===== config.mk =====
export PLATFORM = sky130hd
export DESIGN_NAME = perf_rx_tap
export DESIGN_NICKNAME = d
export VERILOG_FILES = /design/src/rtl/perf_rx_tap_pkg.sv /design/src/rtl/perf_ts_counter.sv /design/src/rtl/perf_rx_tap.sv
export SDC_FILE = /design/constraint.sdc
export NUM_CORES = 1
export LEC_CHECK = 0
export ABC_AREA = 1
export CAP_MARGIN = 40
export CELL_PAD_IN_SITES_DETAIL_PLACEMENT = 1
export CELL_PAD_IN_SITES_GLOBAL_PLACEMENT = 1
export CORE_MARGIN = 3
export CORE_UTILIZATION = 35
export CTS_CLUSTER_SIZE = 25
export DETAILED_ROUTE_END_ITERATION = 8
export GPL_TIMING_DRIVEN = 0
export PLACE_DENSITY = 0.8
export SYNTH_ARGS = -nofsm -noshare
export SYNTH_HDL_FRONTEND = slang
export SYNTH_HIERARCHICAL = 1
export SYNTH_SLANG_ARGS = --single-unit
export TNS_END_PERCENT = 30

===== constraint.sdc =====
create_clock -name clk -period 1.9 [get_ports clk]
set_clock_uncertainty 0.15 [all_clocks]
set_input_delay 0.38 -clock clk [delete_from_list [all_inputs] [get_ports clk]]
set_output_delay 0.38 -clock clk [all_outputs]
set_load 0.02 [all_outputs]

===== src/rtl/perf_rx_tap_pkg.sv =====
// perf_rx_tap_pkg -- shared definitions for the RX performance tap.
//   `PANIC_DESC_TS_SIZE : default timestamp width, also used by downstream
//                         latency stages that share the time base.
//   PERF_CLASS_NUM      : default number of valid flow classes.
//   state_e             : packet framing states.
//   class_ok()          : flow-class range check.
`ifndef PANIC_DESC_TS_SIZE
`define PANIC_DESC_TS_SIZE 32
`endif

package perf_rx_tap_pkg;

   localparam int PERF_CLASS_NUM = 5;

   typedef enum logic {
      IDLE   = 1'b0,
      IN_PKT = 1'b1
   } state_e;

   function automatic logic class_ok(input logic [7:0] cls, input int num);
      return (int'({24'd0, cls}) < num);
   endfunction

endpackage


===== src/rtl/perf_ts_counter.sv =====
// perf_ts_counter -- free-running time base, shared with latency stages.
//   clk       : sole clock
//   rst_n     : synchronous active-low reset, clears the count
//   timestamp : increments every cycle, wraps modulo 2^TS_WIDTH
module perf_ts_counter #(
   parameter int TS_WIDTH = `PANIC_DESC_TS_SIZE
) (
   input  logic                clk,
   input  logic                rst_n,
   output logic [TS_WIDTH-1:0] timestamp
);

   logic [TS_WIDTH-1:0] ts_q;

   always_ff @(posedge clk) begin
      if (!rst_n) ts_q <= '0;
      else        ts_q <= ts_q + TS_WIDTH'(1);
   end

   assign timestamp = ts_q;

endmodule


===== src/rtl/perf_rx_tap.sv =====
// perf_rx_tap -- passive tap on an RX stream reporting sampled packet
// ingress timestamps and flow classes.
//   clk, rst_n            : clock, synchronous active-low reset
//   s_axis_tvalid/tready  : monitored handshake (never driven)
//   s_axis_tlast          : last beat of packet
//   s_axis_ts/class       : ingress timestamp and flow class, first beat
//   enable                : tap enable, sampled at first beat
//   sample_div            : report one of every sample_div+1 eligible packets
//   timestamp             : free-running time base
//   m_perf_valid/ts/class : one-cycle report pulse, data held between pulses
//   pkt_count             : eligible packets completed
//   err_count             : out-of-range class packets (only with macro)
// Build option: PERF_RX_TAP_ERR_CNT_EN enables the saturating err_count;
// without it err_count reads 0.
//
// state  | meaning
// IDLE   | waiting for the first beat of a packet
// IN_PKT | first beat taken, waiting for the tlast handshake
module perf_rx_tap
   import perf_rx_tap_pkg::*;
#(
   parameter int TS_WIDTH  = `PANIC_DESC_TS_SIZE,
   parameter int CLASS_NUM = PERF_CLASS_NUM
) (
   input  logic                clk,
   input  logic                rst_n,
   input  logic                s_axis_tvalid,
   input  logic                s_axis_tready,
   input  logic                s_axis_tlast,
   input  logic [TS_WIDTH-1:0] s_axis_ts,
   input  logic [7:0]          s_axis_class,
   input  logic                enable,
   input  logic [7:0]          sample_div,
   output logic [TS_WIDTH-1:0] timestamp,
   output logic                m_perf_valid,
   output logic [TS_WIDTH-1:0] m_perf_ts,
   output logic [4:0]          m_perf_class,
   output logic [31:0]         pkt_count,
   output logic [15:0]         err_count
);

   state_e              state_q, state_d;
   logic                hs;
   logic [TS_WIDTH-1:0] cap_ts_q;
   logic [7:0]          cap_class_q;
   logic                cap_en_q;
   logic [7:0]          smp_cnt_q;
   logic                valid_q;
   logic [TS_WIDTH-1:0] perf_ts_q;
   logic [4:0]          perf_class_q;
   logic [31:0]         pkt_count_q;

   logic [TS_WIDTH-1:0] pkt_ts;
   logic [7:0]          pkt_class;
   logic                pkt_en;
   logic                done;
   logic                elig;
   logic                emit;

   assign hs = s_axis_tvalid & s_axis_tready;

   perf_ts_counter #(.TS_WIDTH(TS_WIDTH)) u_ts (
      .clk       (clk),
      .rst_n     (rst_n),
      .timestamp (timestamp)
   );

   always_ff @(posedge clk) begin
      if (!rst_n) state_q <= IDLE;
      else        state_q <= state_d;
   end

   always_comb begin
      state_d = state_q;
      case (state_q)
         IDLE:    if (hs && !s_axis_tlast) state_d = IN_PKT;
         IN_PKT:  if (hs &&  s_axis_tlast) state_d = IDLE;
         default: state_d = IDLE;
      endcase
   end

   // A single-beat packet completes in IDLE before anything is captured,
   // so its attributes come straight from the bus.
   always_comb begin
      pkt_ts    = cap_ts_q;
      pkt_class = cap_class_q;
      pkt_en    = cap_en_q;
      case (state_q)
         IDLE: begin
            pkt_ts    = s_axis_ts;
            pkt_class = s_axis_class;
            pkt_en    = enable;
         end
         default: ;
      endcase
   end

   assign done = hs & s_axis_tlast;
   assign elig = done & pkt_en & class_ok(pkt_class, CLASS_NUM);
   assign emit = elig & (smp_cnt_q == 8'd0);

   always_ff @(posedge clk) begin
      if (!rst_n) begin
         cap_ts_q     <= '0;
         cap_class_q  <= '0;
         cap_en_q     <= 1'b0;
         smp_cnt_q    <= '0;
         valid_q      <= 1'b0;
         perf_ts_q    <= '0;
         perf_class_q <= '0;
         pkt_count_q  <= '0;
      end else begin
         if (state_q == IDLE && hs) begin
            cap_ts_q    <= s_axis_ts;
            cap_class_q <= s_axis_class;
            cap_en_q    <= enable;
         end
         if (elig) begin
            pkt_count_q <= pkt_count_q + 32'd1;
            smp_cnt_q   <= (smp_cnt_q == 8'd0) ? sample_div : smp_cnt_q - 8'd1;
         end
         valid_q <= emit;
         if (emit) begin
            perf_ts_q    <= pkt_ts;
            perf_class_q <= pkt_class[4:0];
         end
      end
   end

`ifdef PERF_RX_TAP_ERR_CNT_EN
   logic [15:0] err_count_q;
   logic        err_hit;

   assign err_hit = done & pkt_en & ~class_ok(pkt_class, CLASS_NUM);

   always_ff @(posedge clk) begin
      if (!rst_n)                                err_count_q <= '0;
      else if (err_hit && err_count_q != 16'hFFFF) err_count_q <= err_count_q + 16'd1;
   end

   assign err_count = err_count_q;
`else
   assign err_count = '0;
`endif

   assign m_perf_valid = valid_q;
   assign m_perf_ts    = perf_ts_q;
   assign m_perf_class = perf_class_q;
   assign pkt_count    = pkt_count_q;

endmodule

==> impl_metrics.toml, run 1 <==
[critical_path]
r2r-end = "pkt_count[10]"
rrSetupSlack_ns = 0.01
worst_ep_required_time_ns = 2.07
critPathLaunch = "s_axis_tvalid"
ff2ff_path_depth = 12
cp.arrival_ns = 2.09
end_kind = "flop"
start_kind = "input port"
worstPathMaxFanout = 10
path_class = "in -> reg"
endpoint = "pkt_count[10]"

[cts]
clockBufferDepth = 2
cts_root_buf = "clkbuf_16"
cts.clk_slew.worst_paths_ns = 0.06
h-tree-depth = 4
clk-insertion-delay-late_ns = 0.43
cts_sinks = 152
ctsHoldBuffers = 0
cts_tree = "yes"
numCtsBuffers = 17

[routing]
vias = 8025
routedWlPerCell_um = 15.4
avgViaCountPerCell = 4.85
remaining_drc_errors = 0
ant_nets = 0
drtPass1Iterations = 5
wl_um = 25500
drt_iter0_drc = 296

[synth]
netlist_top_cells_count = "nand2_1, nor2_1, dfxtp_1, a21oi_1, o21ai_0"
yosysMostFrequentCell = "nand2_1"
avgSynthCellArea_um2 = 6.41
synth_area_leader_cell = "dfxtp_1"
synthCells = 1169
yosys_warnings = 6
synthTopCellsByArea = "dfxtp_1, nand2_1, nor2_1, a21oi_1, o21ai_0"
ys_ff_latch = 152
syn_area_um2 = 7490
synth_ff_type = "dfxtp_1"
synth_async_sr_flop_share = 0
synth-seq-area-share = 0.406
synthDistinctLibCells = 36
synth_edf_count = 0
synth_top_area_frac = 0.406

[layout]
layout.nets = 1428
final_area_um2 = 10300
drive_gt1_frac = 0.119
fin_util = 0.500
area_growth_pct = 37.7
multi_input_area_um2 = 4150
n_antenna_cell = 0
final-seq-area_um2 = 3050
fill_cells = 2726

[global_route]
track_usage = 0.214
grt_start_max_net_pins = 17
grt_overflow_total = 0
grt_pass1_wl_um = 41300
antenna_found_initial = 1
grt_pass1_vias = 8161

[sta]
hold_viol_final = 0
rsz0062_at_grt = "yes"
setup_ws_ns = -0.0261
max_freq_ghz = 0.519
finalSetupViolCount = 12
timing.final.crit_share = 1.01
drv_slew = 0
timing.slew.headroom = 0.596
worst_pin_slew_ns = 0.606
fin_tns_setup_ns = -0.141
timing.final.crit_period_ns = 1.93

[run]
max_cap_violations = 0

[die]
core.rowCount = 52
core_um2 = 20600
die_x_um = 152
die_area_um2 = 23200
io_pins = 172
initial_utilization = 0.363
die_h_um = 152

[status]
outcome = "complete, but fails checks"
violations = "setup timing"

[place]
postPlaceCellArea_um2 = 9440
dp_hpwl_um = 18700
portBuffers = 155
place.gp.congestion = 0.873

[pwr]
peakVddDrop_mv = 0.568
p_per_area_nw_per_um2 = 710
p_leak_nw = 4.50

[worst_hold_path]
hold_class = "reg -> reg"
==> worst min path at each step <==
stage,from,end,slack [ns],cells after the start
detailed placement,m_perf_class[3],m_perf_class[3],0.29,2
floorplan,cap_class_q[0],cap_class_q[0],0.28,2
global route,m_perf_class[3],m_perf_class[3],0.32,2
CTS,m_perf_class[3],m_perf_class[3],0.29,2
global placement,m_perf_class[4],m_perf_class[4],0.28,2
finish,m_perf_class[3],m_perf_class[3],0.29,2
==> metrics by stage <==
step                setup slack, ns  std cells  hold WS [ns]  total power (W)
global placement             -0.751       1609         0.281          0.00390
floorplan                    0.0780       1184         0.279          0.00366
detailed placement           -0.817       1609         0.289          0.00391
CTS                         -0.0135       1647         0.295          0.00735
global route                 -0.109       1653         0.325          0.00761
finish                      -0.0261       1653         0.288          0.00732
==> report_power, final <==
| part | total [W] | internal, W | leakage (nW) | switching, W |
|---|---|---|---|---|
| Combinational | 0.000617 | 0.000258 | 2.99 | 0.000359 |
| Sequential | 0.00327 | 0.00324 | 1.23 | 0.0000308 |
| Clock | 0.00343 | 0.00200 | 0.275 | 0.00143 |
==> what timing repair did <==
item / CTS / global route
setup endpoints to repair: 215 / 117
pin swaps: 4 / 19
cloned: 0 / 1
buffers inserted: 6 / 5
gates resized for setup: 141 / 93
==> flip-flops by register name, indices dropped and copies added (netlist names), named ones only <==
register / count
cap_ts_q: 32
m_perf_ts: 32
pkt_count: 32
u_ts/timestamp: 32
cap_class_q: 8
smp_cnt_q: 8
m_perf_class: 5
cap_en_q: 1
m_perf_valid: 1
==> cells in the final DEF, fill, tap and decap left out, drive strengths merged <==
cell             n
ha               4
nor3             4
clkdlybuf4s50   54
bufinv           2
dfxtp          152
inv             57
clkinv           5
clkbuf          50
nand2          426
a21oi           94
clkinvlp         5
nand4            2
buf             45
o21a             2
nand3           44
o21ai           58
nor2           236
nor3b            2
and3             1
conb            16
and2             3
a211oi           2
xor2             9
o21bai           2
xnor2            4
or2              2
nand3b           1
dlygate4sd2    101
==> critical path: stages <==
cell and delay, ns:
clkdlybuf4s50_1 0.47, nand2_2 0.11, nor2_4 0.16, nand2_2 0.09, nor2_4 0.14, nand3_4 0.15, inv_4 0.16, buf_4 0.19
nand3_1 0.10, nand2_1 0.08, nor2_1 0.04
==> final cells by class <==
class	instances	share of cell area
sequential	152	0.296
tap	270	0.0328
buffer	62	0.0394
clock buffer	21	0.0446
clock inverter	11	0.0119
multi-input combinational	912	0.402
timing repair buffer	167	0.151
inverter	58	0.0220
==> layer usage <==
| layer | routed length [µm] | GRT usage |
|---|---|---|
| met5 | 9 | 0 |
| met4 | 315 | 0.0531 |
| met3 | 1180 | 0.0582 |
| met2 | 12600 | 0.372 |
| met1 | 11400 | 0.265 |
==> kinds of logic (layout without fill, tap and decap cells) <==
group / count (synthesis) / after routing / synth area share
AOI/OAI and AO/OA: 158 / 158 / 0.108
xor gates and xnor gates: 13 / 13 / 0.0152
adders and majority gates: 4 / 4 / 0.00668
buffers and inverters: 120 / 319 / 0.0733
DFF: 152 / 152 / 0.406
other: 1 / 16 / 0.000501
and+or+nand+nor: 721 / 721 / 0.391
Note: power is estimated with default switching activity, not from simulation.
==> run 2: changes to the inputs <==
Settings changed: RECOVER_POWER set to 100.
==> impl_metrics.toml, run 2 (synthesis results as in run 1) <==
[place]
dp_hpwl_um = 18700
post-place-ws_ns = -0.817
postPlaceCellArea_um2 = 9440
portBuffers = 155
place.gp.congestion = 0.873

[sta]
timing.final.crit_share = 1.01
drv_slew = 0
fin_tns_setup_ns = -0.165
fin_hold_ws_ns = 0.288
max_freq_ghz = 0.519
hold_viol_final = 0
worst_pin_slew_ns = 0.608
rsz0062_at_grt = "yes"
setup_ws_ns = -0.0280
finalSetupViolCount = 13
timing.slew.headroom = 0.595
timing.final.crit_period_ns = 1.93

[cts]
clockBufferDepth = 2
cts_sinks = 152
cts_root_buf = "clkbuf_16"
h-tree-depth = 4
numCtsBuffers = 17
ctsHoldBuffers = 0
cts.clk_slew.worst_paths_ns = 0.06
clk-insertion-delay-late_ns = 0.42
cts_tree = "yes"

[run]
max_cap_violations = 0

[die]
core.rowCount = 52
initial_utilization = 0.363
io_pins = 172
die_area_um2 = 23200
core_um2 = 20600
die_h_um = 152
die_x_um = 152

[critical_path]
cp_top_family = "simple AND/OR/NAND/NOR gates"
start_kind = "input port"
critPathSlowestCell = "clkdlybuf4s50_1"
cp_num_cells = 11
path_buf_inv = 3
cpPeakStageDelay_ns = 0.47
worstPathMaxFanout = 10
path_cells = "clkdlybuf4s50_1 -> nand2_2 -> nor2_4 -> nand2_2 -> nor2_4 -> nand3_4 -> inv_4 -> buf_4 -> nand3_1 -> nand2_1 -> nor2_1"
end_kind = "flop"
cp.arrival_ns = 2.09
path_class = "in -> reg"
ff2ff_path_depth = 12
worst_ep_required_time_ns = 2.07

[layout]
n_antenna_cell = 0
final_area_um2 = 10300
layout.nets = 1428
drive_gt1_frac = 0.114
final_cell_mix = "nand2_1, nor2_1, dfxtp_1"
area_growth_pct = 37.1
fin_util = 0.498
final_common_cell = "nand2_1"

[routing]
drtPass1Iterations = 5
drt_iter0_drc = 267
remaining_drc_errors = 0
avgViaCountPerCell = 4.85
vias = 8020
routedWlPerCell_um = 15.4
wl_um = 25500
ant_nets = 0

[global_route]
grt_start_max_net_pins = 17
antenna_found_initial = 1
grt_overflow_total = 0
grt_pass1_vias = 8161
grt_pass1_wl_um = 41300
track_usage = 0.214

[status]
outcome = "complete, but fails checks"
violations = "setup timing"

[pwr]
p_per_area_nw_per_um2 = 712
p_leak_nw = 4.47
peakVddDrop_mv = 0.566

[worst_hold_path]
whs_path_depth = 2
hold_class = "reg -> reg"
## run 2: repair_timing
| action | 4_1_cts | 5_1_grt |
|---|---|---|
| setup buffers | 6 | 5 |
| pin swaps | 4 | 19 |
| resized for setup | 141 | 93 |
| setup endpoints to repair | 215 | 117 |
| gates cloned | 0 | 1 |
## run 2: layout make-up
class,instances,area (µm²)
clock buffers,21,460
repair buffers,167,1560
clock inverters,11,123
plain buffers,62,407
multi-input cells,912,4110
well taps,270,338
inverters,58,226
fillers,2730,10400
flip-flops and latches,152,3050
## run 2: worst paths after layout
| path | slack (ns) | to | from |
|---|---|---|---|
| worst max-delay path | -0.03 | pkt_count[10] | s_axis_tvalid |
| worst min-delay path | 0.29 | m_perf_class[3] | m_perf_class[3] |
| worst max register to register | 0.01 | pkt_count[10] | flop |
| worst min register to register | 0.29 | m_perf_class[3] | m_perf_class[3] |
## run 2: per-layer routing
metal | track usage | vias up | routed length (µm)
met5 | 0 | - | 9
met1 | 0.265 | 3801 | 11400
met3 | 0.0582 | 28 | 1180
met4 | 0.0531 | 2 | 316
met2 | 0.372 | 151 | 12600
li1 | - | 4038 | -
## run 2: power by group
group | switching [W] | internal [W]
clock | 0.00142 | 0.00200
sequential | 0.0000309 | 0.00324
combinational | 0.000358 | 0.000258
## run 2: metrics by stage
step / std cells / power (W)
final: 1653 / 0.00731
after global routing: 1653 / 0.00761
after CTS: 1647 / 0.00735
after detailed placement: 1609 / 0.00391
after global placement: 1609 / 0.00390
after floorplan: 1184 / 0.00366
## run 2: worst register-to-register path: cells and delay by family (launching register included)
kind	cells	cell delay (ns)
buffers and inverters	4	0.55
DFF	1	0.37
and+or+nand+nor	8	0.72
==> run 3: changes to the inputs <==
Settings changed: SKIP_LAST_GASP set to 1.
==> impl_metrics.toml, run 3 (synthesis results as in run 1) <==
[status]
outcome = "complete, but fails checks"
violations = "setup timing"

[place]
portBuffers = 155
postPlaceCellArea_um2 = 9440
place.gp.congestion = 0.873
dp_hpwl_um = 18700
post-place-ws_ns = -0.817

[die]
die_x_um = 152
core.rowCount = 52
initial_utilization = 0.363
die_area_um2 = 23200
io_pins = 172
die_h_um = 152
core_um2 = 20600

[cts]
cts_sinks = 152
numCtsBuffers = 17
cts.clk_slew.worst_paths_ns = 0.07
cts_root_buf = "clkbuf_16"
h-tree-depth = 4
cts_tree = "yes"
clockBufferDepth = 2
ctsHoldBuffers = 0
clk-insertion-delay-late_ns = 0.43

[sta]
setup_ws_ns = -0.130
rsz0062_at_grt = "yes"
hold_viol_final = 0
timing.final.crit_share = 1.07
timing.slew.headroom = 0.595
fin_tns_setup_ns = -3.45
drv_slew = 0
fin_hold_ws_ns = 0.289
max_freq_ghz = 0.493
timing.final.crit_period_ns = 2.03
finalSetupViolCount = 66
worst_pin_slew_ns = 0.607

[run]
max_cap_violations = 0

[critical_path]
start_kind = "flop"
rrSetupSlack_ns = -0.01
ff2ff_path_depth = 13
cp.arrival_ns = 1.50
path_class = "reg -> out"
end_kind = "primary output"
r2r-end = "m_perf_class[1]"
worstPathMaxFanout = 5
cpPeakStageDelay_ns = 0.66
path_cells = "clkdlybuf4s50_1"
path_buf_inv = 1
critPathSlowestCell = "clkdlybuf4s50_1"
cp_top_family = "buffers and inverters"
worst_ep_required_time_ns = 1.37

[global_route]
antenna_found_initial = 1
grt_pass1_vias = 8164
grt_pass1_wl_um = 41300
track_usage = 0.214
grt_start_max_net_pins = 17
grt_overflow_total = 0

[layout]
n_antenna_cell = 0
drive_gt1_frac = 0.111
layout.nets = 1431
area_growth_pct = 36.1
final_cell_mix = "nand2_1, nor2_1, dfxtp_1"
final_common_cell = "nand2_1"
final_area_um2 = 10200

[worst_hold_path]
whs_path_depth = 2
whs_endpoint = "m_perf_class[3]"
hold_start = "m_perf_class[3]"
hold_class = "reg -> reg"

[pwr]
p_per_area_nw_per_um2 = 716
p_leak_nw = 3.89
peakVddDrop_mv = 0.563

[routing]
avgViaCountPerCell = 4.88
ant_nets = 0
drt_iter0_drc = 353
remaining_drc_errors = 0
routedWlPerCell_um = 15.5
drtPass1Iterations = 4
wl_um = 25700
vias = 8075
-- run 3: metrics by stage --
step / cells / util / total power, W
2_1_floorplan: 1184 / - / 0.00366
3_3_place_gp: 1609 / 0.458 / 0.00390
3_5_place_dp: 1609 / 0.458 / 0.00391
4_1_cts: 1647 / 0.493 / 0.00735
5_1_grt: 1656 / 0.494 / 0.00761
6_report: 1656 / 0.494 / 0.00730
-- run 3: per-layer routing --
metal | routed length (µm) | vias up | track usage
met5 | 9 | - | 0
met4 | 354 | 2 | 0.0522
met3 | 1230 | 35 | 0.0582
li1 | - | 4044 | -
met1 | 11500 | 3829 | 0.265
met2 | 12600 | 165 | 0.371
-- run 3: final cells by class --
cell class                      count  area [µm²]
Multi-Input combinational cell    912        4070
Inverter                           58         224
Tap cell                          270         338
Timing Repair Buffer              170        1510
Clock buffer                       21         460
Sequential cell                   152        3050
Buffer                             62         420
Clock inverter                     11         123
Fill cell                        2712       10400
-- run 3: worst max-delay path by stage --
stage	cells after the start	endpoint	startpoint	slack, ns
2_1_floorplan	9	pkt_count[21]	pkt_count[2]	0.08
3_3_place_gp	9	m_perf_ts[11]	s_axis_tvalid	-0.75
3_5_place_dp	9	m_perf_ts[11]	s_axis_tready	-0.82
4_1_cts	1	pkt_count[12]	pkt_count[12]	-0.21
5_1_grt	5	cap_class_q[4]	rst_n	-0.19
6_report	1	timestamp[3]	u_ts/timestamp[3]	-0.13
-- run 3: timing repair --
action                     4_1_cts  5_1_grt
gates cloned                     0        2
gates resized for setup         37      126
setup buffers                    6        7
pin swaps                        4       20
hold endpoints to repair         0        0
setup endpoints to repair      215      217
-- run 3: power breakdown --
group / internal (W) / switching [W] / leakage (nW)
Sequential: 0.00324 / 0.0000304 / 1.23
Combinational: 0.000261 / 0.000353 / 2.39
Clock: 0.00200 / 0.00141 / 0.275
Total: 0.00551 / 0.00180 / 3.89
